File: config.mk
export PLATFORM = sky130hd
export DESIGN_NAME = pipe_hold_ctrl_flat
export DESIGN_NICKNAME = d
export VERILOG_FILES = /design/src/rtl/pipe_hold_ctrl_if.sv /design/src/rtl/pipe_hold_ctrl.sv /design/src/flat_wrapper.sv
export SDC_FILE = /design/constraint.sdc
export NUM_CORES = 1
export LEC_CHECK = 0
export BUFFER_PORTS_ARGS = -buffer_cell sky130_fd_sc_hd__buf_2
export CELL_PAD_IN_SITES_DETAIL_PLACEMENT = 0
export CELL_PAD_IN_SITES_GLOBAL_PLACEMENT = 1
export CORE_MARGIN = 2
export CORE_UTILIZATION = 29
export DETAILED_ROUTE_END_ITERATION = 6
export GPL_ROUTABILITY_DRIVEN = 0
export PLACE_DENSITY_LB_ADDON = 0.1
export SLEW_MARGIN = 10
export SYNTH_ARGS = -nofsm -noshare
export SYNTH_HDL_FRONTEND = slang
export SYNTH_SLANG_ARGS = --single-unit
File: constraint.sdc
create_clock -name clk -period 2.2 [get_ports clk]
set_clock_uncertainty 0.2 [all_clocks]
set_input_delay 0.66 -clock clk [delete_from_list [all_inputs] [get_ports clk]]
set_output_delay 0.66 -clock clk [all_outputs]
set_load 0.02 [all_outputs]
File: src/rtl/pipe_hold_ctrl_if.sv
// Handshake bundle between the pipeline sequencing controller and the blocks
// around it: execute, interrupt controller, bus arbiter, debug port, PC/IF/ID.
//   slave  : controller side (requests in, jump/hold/halt out)
//   master : requester / stage side (drives requests, observes controls)
// Signals:
//   ex_jump_req_i/ex_jump_addr_i  execute redirect
//   ex_hold_req_i                 multi-cycle execute op busy
//   int_assert_i/int_addr_i       trap/mret redirect (1-cycle pulse)
//   rib_hold_req_i                bus arbiter owns the instruction port
//   jtag_halt_req_i/jtag_halted_o debug halt handshake
//   jump_flag_o/jump_addr_o       PC redirect
//   hold_flag_o                   0 none, 1 Pc, 2 If, 3 Id
//   hold_cycles_o                 stall cycle count (0 when stats not built)
interface pipe_hold_ctrl_if #(parameter int ADDR_W = 32);
  logic              ex_jump_req_i;
  logic [ADDR_W-1:0] ex_jump_addr_i;
  logic              ex_hold_req_i;
  logic              int_assert_i;
  logic [ADDR_W-1:0] int_addr_i;
  logic              rib_hold_req_i;
  logic              jtag_halt_req_i;
  logic              jtag_halted_o;
  logic              jump_flag_o;
  logic [ADDR_W-1:0] jump_addr_o;
  logic [2:0]        hold_flag_o;
  logic [15:0]       hold_cycles_o;

  modport slave (
    input  ex_jump_req_i, ex_jump_addr_i, ex_hold_req_i, int_assert_i,
           int_addr_i, rib_hold_req_i, jtag_halt_req_i,
    output jtag_halted_o, jump_flag_o, jump_addr_o, hold_flag_o, hold_cycles_o
  );

  modport master (
    output ex_jump_req_i, ex_jump_addr_i, ex_hold_req_i, int_assert_i,
           int_addr_i, rib_hold_req_i, jtag_halt_req_i,
    input  jtag_halted_o, jump_flag_o, jump_addr_o, hold_flag_o, hold_cycles_o
  );
endinterface

File: src/rtl/pipe_hold_ctrl.sv
// pipe_hold_ctrl: pipeline sequencing controller for the RV32I core.
// Arbitrates execute/interrupt redirects, merges stall requests into one hold
// level for PC/IF/ID, and runs the debug halt/resume handshake. Interrupts
// that arrive while halted are parked and replayed on the first RUN cycle.
// Ports:
//   clk  clock
//   rst  synchronous, active-high reset
//   bus  pipe_hold_ctrl_if.slave (requests in, jump/hold/halt controls out)
// Parameters:
//   ADDR_W        instruction address width
//   DRAIN_CYCLES  cycles fetch is frozen before halt is acknowledged (>=1)
// Build option:
//   HOLD_STATS_EN  when defined, hold_cycles_o is a saturating 16-bit count
//                  of cycles with hold_flag_o != 0; otherwise tied to 0.
module pipe_hold_ctrl #(
  parameter int ADDR_W       = 32,
  parameter int DRAIN_CYCLES = 3
) (
  input  logic           clk,
  input  logic           rst,
  pipe_hold_ctrl_if.slave bus
);

  typedef enum logic [1:0] {RUN, DRAIN, HALTED, RESUME} state_t;

  localparam int              CNT_W    = (DRAIN_CYCLES > 1) ? $clog2(DRAIN_CYCLES) : 1;
  localparam logic [CNT_W-1:0] CNT_LOAD = CNT_W'(DRAIN_CYCLES - 1);
  localparam logic [2:0]      HOLD_NONE = 3'd0;
  localparam logic [2:0]      HOLD_PC   = 3'd1;
  localparam logic [2:0]      HOLD_ID   = 3'd3;

  state_t            state_q, state_d;
  logic [CNT_W-1:0]  cnt_q, cnt_d;
  logic              pend_vld_q, pend_vld_d;
  logic [ADDR_W-1:0] pend_addr_q, pend_addr_d;
  logic              halted_q;

  logic              jump_flag;
  logic [ADDR_W-1:0] jump_addr;
  logic [2:0]        fsm_hold;
  logic [2:0]        hold;

  // Redirect arbitration. Nothing is forwarded while halted/resuming: execute
  // is frozen and interrupts are parked in the pending register instead.
  always_comb begin
    jump_flag = 1'b0;
    jump_addr = '0;
    if (!rst && (state_q == RUN || state_q == DRAIN)) begin
      if (state_q == RUN && pend_vld_q) begin
        jump_flag = 1'b1;
        jump_addr = pend_addr_q;
      end else if (bus.int_assert_i) begin
        jump_flag = 1'b1;
        jump_addr = bus.int_addr_i;
      end else if (bus.ex_jump_req_i) begin
        jump_flag = 1'b1;
        jump_addr = bus.ex_jump_addr_i;
      end
    end
  end

  // Hold level is the max of all contributors; a jump still wins at the PC.
  always_comb begin
    fsm_hold = HOLD_NONE;
    case (state_q)
      DRAIN:          fsm_hold = HOLD_PC;
      HALTED, RESUME: fsm_hold = HOLD_ID;
      default:        fsm_hold = HOLD_NONE;
    endcase
    hold = fsm_hold;
    if (bus.rib_hold_req_i && hold < HOLD_PC) hold = HOLD_PC;
    if (jump_flag || bus.ex_hold_req_i)       hold = HOLD_ID;
    if (rst)                                   hold = HOLD_NONE;
  end

  always_comb begin
    state_d     = state_q;
    cnt_d       = cnt_q;
    pend_vld_d  = pend_vld_q;
    pend_addr_d = pend_addr_q;
    case (state_q)
      RUN: begin
        // The replay goes out this cycle unconditionally (top priority).
        pend_vld_d = 1'b0;
        if (bus.jtag_halt_req_i) begin
          state_d = DRAIN;
          cnt_d   = CNT_LOAD;
        end
      end
      DRAIN: begin
        if (!bus.jtag_halt_req_i)  state_d = RUN;
        else if (jump_flag)        cnt_d   = CNT_LOAD;  // refill after flush
        else if (cnt_q == '0)      state_d = HALTED;
        else                       cnt_d   = cnt_q - 1'b1;
      end
      HALTED: begin
        if (!bus.jtag_halt_req_i) state_d = RESUME;
      end
      default: state_d = RUN;  // RESUME lasts exactly one cycle
    endcase
    if ((state_q == HALTED || state_q == RESUME) && bus.int_assert_i) begin
      pend_vld_d  = 1'b1;
      pend_addr_d = bus.int_addr_i;
    end
  end

  always_ff @(posedge clk) begin
    if (rst) begin
      state_q     <= RUN;
      cnt_q       <= '0;
      pend_vld_q  <= 1'b0;
      pend_addr_q <= '0;
      halted_q    <= 1'b0;
    end else begin
      state_q     <= state_d;
      cnt_q       <= cnt_d;
      pend_vld_q  <= pend_vld_d;
      pend_addr_q <= pend_addr_d;
      halted_q    <= (state_d == HALTED);
    end
  end

  assign bus.jump_flag_o   = jump_flag;
  assign bus.jump_addr_o   = jump_addr;
  assign bus.hold_flag_o   = hold;
  assign bus.jtag_halted_o = halted_q;

`ifdef HOLD_STATS_EN
  logic [15:0] hold_cnt_q;
  always_ff @(posedge clk) begin
    if (rst)                                     hold_cnt_q <= '0;
    else if (hold != HOLD_NONE && hold_cnt_q != 16'hFFFF) hold_cnt_q <= hold_cnt_q + 16'd1;
  end
  assign bus.hold_cycles_o = hold_cnt_q;
`else
  assign bus.hold_cycles_o = '0;
`endif

endmodule

File: src/flat_wrapper.sv
// flat-port wrapper written by rule: the top's interface ports become plain ports
module pipe_hold_ctrl_flat 
#(
  parameter int ADDR_W       = 32,
  parameter int DRAIN_CYCLES = 3
)
  (clk, rst, bus_ex_jump_req_i, bus_ex_jump_addr_i, bus_ex_hold_req_i, bus_int_assert_i, bus_int_addr_i, bus_rib_hold_req_i, bus_jtag_halt_req_i, bus_jtag_halted_o, bus_jump_flag_o, bus_jump_addr_o, bus_hold_flag_o, bus_hold_cycles_o);
  pipe_hold_ctrl_if #(.ADDR_W(ADDR_W)) bus_i ();
  input  logic clk;
  input  logic rst;
  input wire logic [$bits(bus_i.ex_jump_req_i)-1:0] bus_ex_jump_req_i;
  input wire logic [$bits(bus_i.ex_jump_addr_i)-1:0] bus_ex_jump_addr_i;
  input wire logic [$bits(bus_i.ex_hold_req_i)-1:0] bus_ex_hold_req_i;
  input wire logic [$bits(bus_i.int_assert_i)-1:0] bus_int_assert_i;
  input wire logic [$bits(bus_i.int_addr_i)-1:0] bus_int_addr_i;
  input wire logic [$bits(bus_i.rib_hold_req_i)-1:0] bus_rib_hold_req_i;
  input wire logic [$bits(bus_i.jtag_halt_req_i)-1:0] bus_jtag_halt_req_i;
  output wire logic [$bits(bus_i.jtag_halted_o)-1:0] bus_jtag_halted_o;
  output wire logic [$bits(bus_i.jump_flag_o)-1:0] bus_jump_flag_o;
  output wire logic [$bits(bus_i.jump_addr_o)-1:0] bus_jump_addr_o;
  output wire logic [$bits(bus_i.hold_flag_o)-1:0] bus_hold_flag_o;
  output wire logic [$bits(bus_i.hold_cycles_o)-1:0] bus_hold_cycles_o;
  assign bus_i.ex_jump_req_i = bus_ex_jump_req_i;
  assign bus_i.ex_jump_addr_i = bus_ex_jump_addr_i;
  assign bus_i.ex_hold_req_i = bus_ex_hold_req_i;
  assign bus_i.int_assert_i = bus_int_assert_i;
  assign bus_i.int_addr_i = bus_int_addr_i;
  assign bus_i.rib_hold_req_i = bus_rib_hold_req_i;
  assign bus_i.jtag_halt_req_i = bus_jtag_halt_req_i;
  assign bus_jtag_halted_o = bus_i.jtag_halted_o;
  assign bus_jump_flag_o = bus_i.jump_flag_o;
  assign bus_jump_addr_o = bus_i.jump_addr_o;
  assign bus_hold_flag_o = bus_i.hold_flag_o;
  assign bus_hold_cycles_o = bus_i.hold_cycles_o;
  pipe_hold_ctrl #(.ADDR_W(ADDR_W), .DRAIN_CYCLES(DRAIN_CYCLES)) u_core (.clk(clk), .rst(rst), .bus(bus_i));
endmodule
==> metrics.cfg <==
[run_status]
status=complete, but fails checks
violations=setup timing

[worst_setup_path]
cp_max_fo=6
cpMostUsedCell=buf_6
critPathMaxStageDelay_ps=260
worstPathCellList=buf_6 > nor2b_4 > buf_12 > buf_8 > a22oi_1 > a211oi_4 > buf_6
worstPathRequired_ps=1340
reg2regPathDepth=6
end_kind=output port
path_class=primary input to output port
critPathSlowestCell=a22oi_1
r2r-start=u_core.state_q[1]
cp_data_arrival_time_ps=1660
cp-start-kind=primary input
reg2reg_slack_ps=500
r2r-end=u_core.cnt_q[0]

[pwr]
ir_drop_mv=0.244
power_switching_uw=609
p_sw_share_pct=32.4
power_frac_clock_pct=26.7
pwr-share-comb_pct=35.4
internal-power_uw=1270
power.leakage_uw=0.00164
sequentialPowerShare_pct=37.8
powerDensity_nw_per_um2=456

[die]
start_util_pct=30.0
core.rowCount=33
die_y_um=96.2
ioPinCount=124
die_w_um=96.2
dieArea_um2=9260
core_um2=8220

[logic_synthesis]
yosys_warnings=0
synthArstFlopShare_pct=0
synthTopCellsByArea=dfxtp_1 (31%), a211oi_2 (15%), nand2_1 (10%)
synthCells=321
yosysTopAreaCellShare_pct=30.8
synth_enable_flop_cells=0
synthesis.area_um2=2470
synth_commonest_cells=nand2_1 (69), a21oi_1 (38), dfxtp_1 (38), nor2_1 (38), a22oi_1 (31)
ys_seq_area_share_pct=30.8
synth.most_common_cell=nand2_1
syn_avg_cell_area_um2=7.69
ys.flop_type=dfxtp_1
synth-seq-cells=38
yosysUniqueCellTypes=32
yosysTopAreaCell=dfxtp_1

[grt]
grt_max_degree=44
overflow=0
grt_use_met1_pct=19.6
use_met2_pct=27.1
top_usage_layer=met2
met3_usage_pct=2.82
grt.total_usage_pct=15.4
grt_pass1_vias=2288
grt_pass1_wl_um=11200
antenna_found_initial=0

[timing]
fmax_ghz=0.397
finalSetupViolations=35
fin_crit_sh_pct=114
setup_tns_ps=-9420
slew_viol_final=0
timing.final.ws_setup_ps=-316
rsz0062_at_grt=true
fin_crit_ps=2520
fin_hold_ws_ps=257
hold_violations=0

[clock_network]
hold_buffers=0
cts_tree=yes
ctsRootBufferMaster=clkbuf_8
cts.sink_count=38
htreeDepth=2
cts.path.max_buffers=2
insertion_delay_ps=280
clk_pin_slew_ps=80
numCtsBuffers=5

[routing]
ant_nets=0
via_per_inst=4.80
drtIter0Drc=65
drc=0
drt-total-wl_um=8030
avgRoutedWirePerCell_um=14.9
first_pass_iters=4
vias=2590

[placement]
postPlaceCellArea_um2=3430
io_buffers=106
hpwl_um=4980

[layout]
utilization_pct=50.3
fin_area_um2=4130
n_antenna_cell=0
fillers=832
drive_gt1_share_pct=48.3
layout.nets=506
area_growth_pct=67.4

[min_path]
hold_depth=2
holdCritPathClass=register to register
hold_start=u_core.pend_addr_q[5]
hold_end=u_core.pend_addr_q[5]

[run]
cap_viol_max_count=0

-- state kept, by name, indices dropped and copies added, names as in the netlist --
register and count:
u_core.bus.jtag_halted_o 1, u_core.cnt_q 2, u_core.pend_addr_q 32, u_core.pend_vld_q 1, u_core.state_q 2
-- logic make-up after synthesis --
| family | Yosys count | synth area share, % |
|---|---|---|
| AND/OR/NAND/NOR | 123 | 20.3 |
| AO/OA/AOI/OAI | 108 | 35.7 |
| buffers and inverters | 49 | 12.1 |
| flip-flops | 38 | 30.8 |
| XOR/XNOR | 1 | 0.355 |
| adder cells (fa/ha/maj) | 1 | 0.507 |
| other | 1 | 0.152 |
-- power by group through the flow --
stage | logic, µW | registers [µW] | clock network, µW
floorplan | 381 | 728 | 0
global placement | 530 | 726 | 0
detailed placement | 533 | 727 | 0
CTS | 610 | 711 | 526
global route | 709 | 714 | 563
finish | 666 | 712 | 503
-- critical path, delay by kind of cell --
kind	cells	cell delay [ps]
buffers and inverters	4	520
AO/OA/AOI/OAI	2	360
AND/OR/NAND/NOR	1	120
-- layer usage --
metal / wire, µm / share of wire [%]
met2: 4180 / 52
met4: 50 / 0.62
met5: 0 / 0
met1: 3440 / 43
met3: 364 / 4.5
-- cell usage in the layout (no fill, tap or decap), types with 2 or more instances in the layout --
cell type  netlist  routed
nand2_1         69      69
a211o_1          2       2
inv_1            2       2
nor2_1          38      35
buf_16           0       2
a211oi_2        30       2
conb_1           1      17
buf_2           14      69
buf_6            3      34
nor2_2           1       3
clkbuf_8         0       6
nand3_1          3       3
buf_8            0       3
a22oi_1         31      10
nand2b_1         3       3
nor2b_1          2       2
buf_12           0      10
a211oi_4         0      30
a22oi_2          0      21
clkbuf_16        0       6
buf_4           20      13
a21oi_1         38      37
dfxtp_1         38      37
-- stage by stage --
stage	total power, µW	worst slack, ps	std cells
final	1880	-316	540
after global routing	1990	-349	540
after CTS	1850	-338	532
after detailed placement	1260	-386	521
after global placement	1260	-369	521
after floorplan	1110	-323	337
-- worst max-delay path by stage --
stage / start / end / cells after the start
after floorplan: rst / bus_hold_flag_o[0] / 6
after global placement: bus_int_assert_i / bus_jump_addr_o[30] / 6
after detailed placement: bus_int_assert_i / bus_jump_addr_o[3] / 6
after CTS: bus_int_assert_i / bus_jump_addr_o[3] / 6
after global routing: bus_int_assert_i / bus_jump_addr_o[23] / 7
final: bus_ex_jump_req_i / bus_jump_addr_o[2] / 7
-- what timing repair did --
| action | in CTS | in global routing |
|---|---|---|
| pin swaps | 12 | 46 |
| endpoints found under the setup margin | 35 | 35 |
| setup buffers | 1 | 1 |
| resized for setup | 78 | 24 |
| gates cloned | 2 | 7 |
-- area by class of cell --
type	instances	area, µm²	area share, %
sequential	38	762	18.4
multi-input combinational	250	1860	45.0
tap	105	131	3.18
clock buffer	6	82.6	2.00
inverter	2	7.51	0.182
clock inverter	2	12.5	0.303
timing repair buffer	137	1280	30.9
(Power assumes the default switching activity.)
